[src/rtl/sdram_to_uart_if.sv]
// Handshake bundle between the SDRAM controller side, the bridge and the UART TX.
// The bridge takes the master modport; the environment around it takes slave.
interface sdram_to_uart_if;
  logic [15:0] rd_data;
  logic        rd_stb;
  logic        rd_ack;
  logic        wt_stb;
  logic        wt_ack;
  logic [7:0]  o_data;
  logic        o_stb;
  logic        o_ack;
  logic        busy;

  modport master (
    input  rd_data, rd_stb, wt_stb, o_ack,
    output rd_ack, wt_ack, o_data, o_stb, busy
  );

  modport slave (
    output rd_data, rd_stb, wt_stb, o_ack,
    input  rd_ack, wt_ack, o_data, o_stb, busy
  );
endinterface

[src/rtl/sdram_to_uart.sv]
// Return path of the UART/SDRAM bridge. Read words and write completions are
// queued in a small event FIFO and serialized into UART bytes:
//   read word        -> HDR_RD, word[15:8], word[7:0]
//   write completion -> HDR_WT
module sdram_to_uart #(
  parameter int          AW     = 2,
  parameter logic [7:0]  HDR_RD = 8'h44,
  parameter logic [7:0]  HDR_WT = 8'h4B
) (
  input  logic            CLK,
  input  logic            RST_N,
  sdram_to_uart_if.master bus
);

  localparam int DEPTH = 2 ** AW;

  typedef enum logic [1:0] {IDLE, HDR, DATA_HI, DATA_LO} state_t;

  state_t state_reg, state_next;

  // FIFO entry: {type, word}; type 1 marks a write completion (word stored as 0)
  logic [16:0]   mem [DEPTH];
  logic [AW-1:0] wr_ptr_reg, rd_ptr_reg;
  logic [AW:0]   count_reg;

  logic          full;
  logic          push;
  logic          pop;
  logic [16:0]   push_entry;
  logic [16:0]   head;
  logic          head_type;
  logic [15:0]   head_word;

  assign full      = (count_reg == (AW + 1)'(DEPTH));
  assign head      = mem[rd_ptr_reg];
  assign head_type = head[16];
  assign head_word = head[15:0];

  // Read has priority over write completion; at most one push per cycle.
  // A pop in the same cycle does not free a slot for a push while full.
  assign bus.rd_ack = RST_N & bus.rd_stb & ~full;
  assign bus.wt_ack = RST_N & bus.wt_stb & ~bus.rd_stb & ~full;
  assign push       = bus.rd_ack | bus.wt_ack;
  assign push_entry = bus.rd_ack ? {1'b0, bus.rd_data} : {1'b1, 16'h0000};

  assign bus.busy = (count_reg != '0) | (state_reg != IDLE);

  // FIFO storage write; no reset needed since count gates what is visible
  always_ff @(posedge CLK) begin
    if (push) begin
      mem[wr_ptr_reg] <= push_entry;
    end
  end

  // FIFO pointers and occupancy count
  always_ff @(posedge CLK or negedge RST_N) begin
    if (!RST_N) begin
      wr_ptr_reg <= '0;
      rd_ptr_reg <= '0;
      count_reg  <= '0;
    end else begin
      if (push) begin
        wr_ptr_reg <= wr_ptr_reg + 1'b1;
      end
      if (pop) begin
        rd_ptr_reg <= rd_ptr_reg + 1'b1;
      end
      case ({push, pop})
        2'b10:   count_reg <= count_reg + 1'b1;
        2'b01:   count_reg <= count_reg - 1'b1;
        default: count_reg <= count_reg;
      endcase
    end
  end

  // TX state register
  always_ff @(posedge CLK or negedge RST_N) begin
    if (!RST_N) begin
      state_reg <= IDLE;
    end else begin
      state_reg <= state_next;
    end
  end

  // TX next state and byte outputs; head is stable until pop so o_data is too
  always_comb begin
    state_next = state_reg;
    bus.o_stb  = 1'b0;
    bus.o_data = 8'h00;
    pop        = 1'b0;
    case (state_reg)
      IDLE: begin
        if (count_reg != '0) begin
          state_next = HDR;
        end
      end
      HDR: begin
        bus.o_stb  = 1'b1;
        bus.o_data = head_type ? HDR_WT : HDR_RD;
        if (bus.o_ack) begin
          if (head_type) begin
            pop        = 1'b1;
            state_next = IDLE;
          end else begin
            state_next = DATA_HI;
          end
        end
      end
      DATA_HI: begin
        bus.o_stb  = 1'b1;
        bus.o_data = head_word[15:8];
        if (bus.o_ack) begin
          state_next = DATA_LO;
        end
      end
      DATA_LO: begin
        bus.o_stb  = 1'b1;
        bus.o_data = head_word[7:0];
        if (bus.o_ack) begin
          pop        = 1'b1;
          state_next = IDLE;
        end
      end
      default: begin
        state_next = IDLE;
      end
    endcase
  end

endmodule

[src/flat_wrapper.sv]
// flat-port wrapper written by rule: the top's interface ports become plain ports
module sdram_to_uart_flat 
#(
  parameter int          AW     = 2,
  parameter logic [7:0]  HDR_RD = 8'h44,
  parameter logic [7:0]  HDR_WT = 8'h4B
)
  (CLK, RST_N, bus_rd_data, bus_rd_stb, bus_wt_stb, bus_o_ack, bus_rd_ack, bus_wt_ack, bus_o_data, bus_o_stb, bus_busy);
  sdram_to_uart_if bus_i ();
  input  logic CLK;
  input  logic RST_N;
  input wire logic [$bits(bus_i.rd_data)-1:0] bus_rd_data;
  input wire logic [$bits(bus_i.rd_stb)-1:0] bus_rd_stb;
  input wire logic [$bits(bus_i.wt_stb)-1:0] bus_wt_stb;
  input wire logic [$bits(bus_i.o_ack)-1:0] bus_o_ack;
  output wire logic [$bits(bus_i.rd_ack)-1:0] bus_rd_ack;
  output wire logic [$bits(bus_i.wt_ack)-1:0] bus_wt_ack;
  output wire logic [$bits(bus_i.o_data)-1:0] bus_o_data;
  output wire logic [$bits(bus_i.o_stb)-1:0] bus_o_stb;
  output wire logic [$bits(bus_i.busy)-1:0] bus_busy;
  assign bus_i.rd_data = bus_rd_data;
  assign bus_i.rd_stb = bus_rd_stb;
  assign bus_i.wt_stb = bus_wt_stb;
  assign bus_i.o_ack = bus_o_ack;
  assign bus_rd_ack = bus_i.rd_ack;
  assign bus_wt_ack = bus_i.wt_ack;
  assign bus_o_data = bus_i.o_data;
  assign bus_o_stb = bus_i.o_stb;
  assign bus_busy = bus_i.busy;
  sdram_to_uart #(.AW(AW), .HDR_RD(HDR_RD), .HDR_WT(HDR_WT)) u_core (.CLK(CLK), .RST_N(RST_N), .bus(bus_i));
endmodule
[config.mk]
export PLATFORM = sky130hd
export DESIGN_NAME = sdram_to_uart_flat
export DESIGN_NICKNAME = d
export VERILOG_FILES = /design/src/rtl/sdram_to_uart_if.sv /design/src/rtl/sdram_to_uart.sv /design/src/flat_wrapper.sv
export SDC_FILE = /design/constraint.sdc
export NUM_CORES = 1
export LEC_CHECK = 0
export ABC_CLOCK_PERIOD_IN_PS = 3000
export BUFFER_PORTS_ARGS = -buffer_cell sky130_fd_sc_hd__buf_2
export CORE_ASPECT_RATIO = 0.75
export CORE_MARGIN = 2
export CORE_UTILIZATION = 58
export CTS_CLUSTER_SIZE = 16
export DETAILED_ROUTE_END_ITERATION = 12
export PLACE_DENSITY = 0.77
export SETUP_SLACK_MARGIN = 0.4
export SYNTH_ARGS = -nofsm -noshare
export SYNTH_HDL_FRONTEND = slang
export SYNTH_SLANG_ARGS = --single-unit
[constraint.sdc]
create_clock -name CLK -period 3 [get_ports CLK]
set_clock_uncertainty 0.15 [all_clocks]
set_input_delay 0.15 -clock CLK [delete_from_list [all_inputs] [get_ports CLK]]
set_output_delay 0.15 -clock CLK [all_outputs]
set_load 0.05 [all_outputs]
==> results of run 1 <==
## metal layers
| layer | GRT usage [%] | wire [microns] | vias up |
|---|---|---|---|
| li1 | - | - | 843 |
| met5 | 0 | 0 | - |
| met3 | 5.87 | 354 | 8 |
| met2 | 31.8 | 2850 | 65 |
| met4 | 7.74 | 88 | 0 |
| met1 | 28.9 | 2600 | 868 |
## worst max-delay path, cell delays in order, from the launching register on
cell and delay [ps]:
dfrtp_1 420, or3b_1 400, o211a_1 230, inv_1 90, ha_1 170, inv_1 60
fa_1 380, xor2_1 150, nor2_1 110, xor2_1 160
## worst max-delay path by stage
stage,startpoint,to,slack (ps)
4_1_cts,RST_N,bus_rd_ack,600
3_3_place_gp,u_core.count_reg[0],u_core.count_reg[2],740
2_1_floorplan,u_core.rd_ptr_reg[0],bus_o_data[2],420
5_1_grt,u_core.count_reg[0],u_core.count_reg[2],430
3_5_place_dp,u_core.count_reg[0],u_core.count_reg[2],620
6_report,u_core.count_reg[0],u_core.count_reg[2],620
## cells by family (layout without fill, tap and decap cells)
| kind of cell | after synthesis | in the layout | share of synthesized area [%] |
|---|---|---|---|
| AOI/OAI and AO/OA | 18 | 18 | 3.58 |
| xor gates and xnor gates | 5 | 5 | 1.32 |
| adders and majority gates | 6 | 6 | 2.49 |
| buffers and inverters | 19 | 74 | 3.09 |
| DFF | 77 | 77 | 68.3 |
| muxes | 24 | 24 | 12.8 |
| and+or+nand+nor | 47 | 47 | 8.41 |
## power by group
part,switching [W],internal [W]
Clock,0.000351,0.000467
Combinational,0.000850,0.000510
Sequential,0.0000962,0.00140
Total,0.00130,0.00237
## timing repair
action | in CTS | in global routing
hold endpoints to repair | 41 | 0
resized for setup | 0 | 0
hold buffers | 9 | 0
## synth_stat cells (2+ instances only)
cell	n	share of area, %
xnor2_1	2	0.53
buf_6	2	0.68
mux2i_1	3	0.91
and2_4	8	2.1
mux2_2	7	2.4
xor2_1	3	0.79
a21oi_1	4	0.60
ha_1	5	1.9
clkbuf_1	2	0.23
inv_1	9	1.0
o21ai_0	6	0.91
edfxtp_1	68	62
and3_1	2	0.38
nor2_1	6	0.68
o221ai_1	3	0.79
mux4_2	14	9.5
buf_4	4	0.91
nand2_1	9	1.0
and2_1	12	2.3
nand3_1	3	0.45
dfrtp_1	9	6.8
## metrics by stage
stage / cells / cell area, sq um / utilization (%) / hold slack (ps) / power [W]
after detailed placement: 301 / 3560 / 65.4 / -119 / 0.00288
after global placement: 301 / 3560 / 65.4 / -122 / 0.00285
final: 326 / 3860 / 71.1 / 17.9 / 0.00367
after global routing: 326 / 3860 / 71.1 / 16.4 / 0.00388
after floorplan: 196 / 3320 / - / -296 / 0.00257
after CTS: 326 / 3860 / 71.1 / 0.380 / 0.00371
## layout make-up
class / count / area (sq um) / share of cell area, %
inverter: 10 / 37.5 / 0.971
clock buffer: 10 / 128 / 3.30
multi-input combinational: 100 / 948 / 24.5
tap: 75 / 93.8 / 2.43
clock inverter: 6 / 87.6 / 2.27
sequential: 77 / 2270 / 58.7
timing repair buffer: 48 / 303 / 7.83
==> impl_metrics.yaml, run 1 <==
floorplanning:
  die_h_microns: 69.5
  row_count: 23
  dieArea_sq_um: 6350
  initial_core_util_pct: 61.0
  pin_count: 33
  design.core.area_sq_um: 5440
  die_x_microns: 91.3
layout:
  area_delta_synth_final_pct: 16.5
  final_common_cell: "edfxtp_1"
  layout_common_cells: "edfxtp_1 (68), buf_2 (32), mux4_2 (14)"
  largest_register_ffs: 68
  num_antenna_cells: 0
  layout-drive-gt1-share_pct: 33.1
  final_nets: 273
  nFillCells: 367
drt:
  vias_per_cell: 5.47
  drtAntennaViolNets: 0
  firstDrtPassIters: 4
  post-route-drc-count: 0
  drtIter0Drc: 100
  vias: 1784
  routed_wl_microns: 5890
  wl_per_cell_microns: 18.1
critical_path:
  arrival_ps: 2490
  path_max_fanout: 7
  criticalPathCategory: "reg2reg"
  cp.required_ps: 3110
  reg2reg_slack_ps: 620
  r2r-end: "u_core.count_reg[2]"
  cp-end-kind: "flip-flop"
  worst_r2r_startpoint: "u_core.count_reg[0]"
  startpoint_type: "flip-flop"
  worstRegToRegCells: 9
worst_hold_path:
  min_from: "bus_rd_data[9]"
  hp-class: "in2reg"
  holdPathEnd: "u_core.mem[3][9]"
  whs_path_depth: 2
timing:
  max_slew_margin_pct: 47.1
  rsz0062_at_grt: "false"
  setup_violations: 0
  fin_ws_ps: 619
  timing.fmax_mhz: 420
  fin_crit_ps: 2380
  tightestPinTransition_ps: 794
  tns_ps: 0
  maxSlewViolCount: 0
  finalHoldViolations: 0
  fin_crit_sh_pct: 79.4
clock_network:
  clk_pin_slew_worst_paths_ps: 80
  cts_buffers: 9
  postCtsSetupBuffers: 0
  cts_buffer_depth: 2
  cts_tree: "yes"
  cts.sinks: 77
  htreeDepth: 3
  insertion_delay_ps: 330
  cts-root-buf: "clkbuf_8"
place:
  port_buffers: 32
  pre_cts_slack_ps: 619
  place_hpwl_microns: 3830
  place_congestion: 0.730
grt:
  grt_max_degree: 23
  grt-ovfl-total: 0
  grt_pass1_vias: 1818
  antenna_found_initial: 0
  grt_pass1_wl_microns: 9460
  track_usage_pct: 20.8
yosys:
  yosys_register_bits: 77
  seq_area_frac_synth_pct: 68.3
  async_flop_share_pct: 11.7
  syn_inst: 196
  synth_edf_count: 68
  syn_area_sq_um: 3320
  ys.flop_type: "edfxtp_1"
  ys_types: 36
  syn_nets: 223
  syn_avg_cell_area_sq_um: 16.9
  yosysWarnings: 0
power_and_ir_drop:
  vdd_drop_max_mv: 0.507
  total_leakage_power_nw: 1.46
  p_per_area_nw_per_um2: 949
run:
  drv_cap: 0
run_status:
  outcome: "finished, final reports clean"
Power figures use the tool's default switching activity.
==> run 2, diff against run 1 <==
- ABC_AREA: unset -> 1
- ABC_CLOCK_PERIOD_IN_PS: 3000 -> 2490
- clock period: 3 -> 2.49 ns (I/O delays scaled with it)
==> run 2 against run 1 <==
Compared with the run above:
- wire length is 27% higher
- count of clock-buffer cells in the layout stayed put
- synthesized cell count is 59% higher
- hold slack better by 50 ps
- clock power is 2.8% higher
- via count is 38% higher
- critical path type unchanged
- critical endpoint unchanged
- largest power group is now combinational cells
- highest routed layer unchanged
==> impl_metrics.yaml, run 2 <==
critical_path:
  critPathBufInv: 2
  cp-end-kind: "flip-flop"
  slowest_stage: "dfrtp_2"
  critical-path-max-stage-delay_ps: 470
  path_max_fanout: 5
  crit_path_cell_trace: "inv_4 > nand2_1 > nand3_2 > nand4_1 > nand2_1 > ha_2 > inv_2 > fa_2 > a21oi_2 > o21ai_1 > xor2_1"
  path_delay_family: "adder cells"
  arrival_ps: 2200
  criticalPathCategory: "reg2reg"
  cp.required_ps: 2580
  path_common_cell: "nand2_1"
  startpoint_type: "flip-flop"
clock_network:
  cts_buffers: 9
  cts_tree: "yes"
  insertion_delay_ps: 350
  cts-root-buf: "clkbuf_8"
  cts.sinks: 77
  cts_buffer_depth: 2
  clk_pin_slew_worst_paths_ps: 80
  htreeDepth: 3
grt:
  grtUsageMet1_pct: 32.2
  grt_pass1_wl_microns: 11400
  grt-busiest-layer: "met2"
  gr-usage-met3_pct: 8.73
  grt_max_degree: 27
  grt_pass1_vias: 2398
  grt-ovfl-total: 0
  track_usage_pct: 23.9
  use_met2_pct: 36.4
  antenna_found_initial: 0
power_and_ir_drop:
  total_leakage_power_nw: 1.76
  vdd_drop_max_mv: 0.887
  p_per_area_nw_per_um2: 1190
  combPwrFrac_pct: 47.4
  pwr-share-seq_pct: 36.2
  p_switching_w: 0.00216
  p_clk_share_pct: 16.5
  swShare_pct: 42.4
  power.internal_w: 0.00293
yosys:
  ys.flop_type: "edfxtp_1"
  syn_avg_cell_area_sq_um: 11.1
  synth_edf_count: 68
  syn_inst: 311
  async_flop_share_pct: 11.7
  synth_top_area_cell: "edfxtp_1"
  yosysMostFrequentCell: "edfxtp_1"
  synth_commonest_cells: "edfxtp_1 (68), nand2_1 (45), nor2_1 (45)"
  yosys_register_bits: 77
  seq_area_frac_synth_pct: 65.8
  yosysWarnings: 0
  syn_area_sq_um: 3440
  ys_types: 27
  netlist_top_cells_area: "edfxtp_1 (59%), dfrtp_1 (6.5%), nand2_1 (4.9%)"
  synth_top_area_share_pct: 59.3
  syn_nets: 338
layout:
  layout-drive-gt1-share_pct: 28.6
  final_common_cell: "edfxtp_1"
  area_delta_synth_final_pct: 24.1
  final_nets: 410
  largest_register_ffs: 68
  layout_common_cells: "edfxtp_1 (68), nand2_1 (43), nor2_1 (39)"
  num_antenna_cells: 0
  layout.cells.non_filler: 466
run:
  drv_cap: 0
drt:
  drtAntennaViolNets: 0
  vias: 2456
  drtIter0Drc: 204
  vias_per_cell: 5.27
  wl_per_cell_microns: 16.0
  post-route-drc-count: 0
  routed_wl_microns: 7460
  firstDrtPassIters: 5
worst_hold_path:
  hp-class: "in2reg"
floorplanning:
  die_h_microns: 70.7
  design.core.area_sq_um: 5770
  initial_core_util_pct: 59.7
  dieArea_sq_um: 6580
  row_count: 24
  pin_count: 33
  die_x_microns: 93.0
timing:
  maxSlewViolCount: 0
  max_slew_margin_pct: 68.3
  fin_crit_ps: 2110
  fin_crit_sh_pct: 84.8
  timing.fmax_mhz: 473
  setup_violations: 0
  tns_ps: 0
  tightestPinTransition_ps: 474
  finalHoldViolations: 0
  rsz0062_at_grt: "true"
run_status:
  outcome: "finished, final reports clean"
place:
  port_buffers: 32
  place_hpwl_microns: 4350
  place_congestion: 0.898
  dp.cells: 421
-- run 2: cell count changes after synthesis, moves of 4 or more --
cell and delta:
o22ai_1 +7, nand3_1 +16, o21ai_0 +25, nor2_2 +11, and2_4 -8, and2_1 -12, mux2_2 -7, mux4_2 -14
inv_1 +25, nor2_1 +39, o21ai_1 +4, nand2_1 +36
-- run 2: repair_timing --
item	CTS	global route
endpoints found under the hold margin	75	0
gates resized for setup	13	39
pin swaps	1	7
hold buffers	18	0
buffers inserted	8	3
cloned	0	0
setup endpoints to repair	10	10
-- run 2: cell families after synthesis --
group | Yosys count | synth area share [%]
XOR/XNOR | 5 | 1.27
AO/OA/AOI/OAI | 47 | 7.27
buffers and inverters | 50 | 7.09
AND/OR/NAND/NOR | 126 | 16.1
flip-flops | 77 | 65.8
adder cells (fa/ha/maj) | 6 | 2.40
-- run 2: worst paths after layout --
check / startpoint / end / slack, ps / cells past startpoint
setup / recovery: u_core.rd_ptr_reg[0] / u_core.count_reg[2] / 380 / 11
hold / removal: RST_N / u_core.wr_ptr_reg[1] / 70 / 5
setup reg to reg: u_core.rd_ptr_reg[0] / u_core.count_reg[2] / 380 / 11
hold reg to reg: u_core.wr_ptr_reg[0] / u_core.wr_ptr_reg[0] / 400 / 1
max in group asynchronous: RST_N / u_core.state_reg[0] / 1690 / 2
min in group asynchronous: RST_N / u_core.wr_ptr_reg[1] / 150 / 2
-- run 2: tightest hold or removal path, stage by stage --
cell	delay, ps
buf_2	120
nand2_2	90
a21oi_4	50
nand2_1	50
o21ai_0	80
-- run 2: metal layers --
metal / routed length [microns] / part of all wire (%) / vias up
li1: - / - / 1183
met4: 165 / 2.2 / 0
met2: 3520 / 47 / 98
met3: 559 / 7.5 / 15
met5: 0 / 0 / -
met1: 3210 / 43 / 1160
-- run 2: layout make-up --
| class | count | area (sq um) |
|---|---|---|
| sequential | 77 | 2270 |
| fill | 385 | 1490 |
| multi-input combinational | 184 | 993 |
| timing repair buffer | 73 | 583 |
| inverter | 38 | 153 |
| clock buffer | 10 | 128 |
| tap | 78 | 97.6 |
| clock inverter | 6 | 46.3 |
-- run 2: power groups by stage --
stage	clock network (W)	registers, W	logic, W
floorplan	0	0.00180	0.00154
global placement	0	0.00183	0.00192
detailed placement	0	0.00184	0.00195
CTS	0.000849	0.00182	0.00214
global route	0.000906	0.00187	0.00261
finish	0.000840	0.00184	0.00241
-- run 2: metrics by stage --
step	area (sq um)	utilization [%]	hold slack [ps]	total power, W	setup slack, ps
5_1_grt	4270	74.1	67.1	0.00538	245
3_3_place_gp	3690	64.0	-151	0.00375	321
4_1_cts	4130	71.7	48.5	0.00481	389
3_5_place_dp	3690	64.0	-147	0.00379	254
2_1_floorplan	3440	-	-321	0.00334	373
6_report	4270	74.1	67.6	0.00510	378
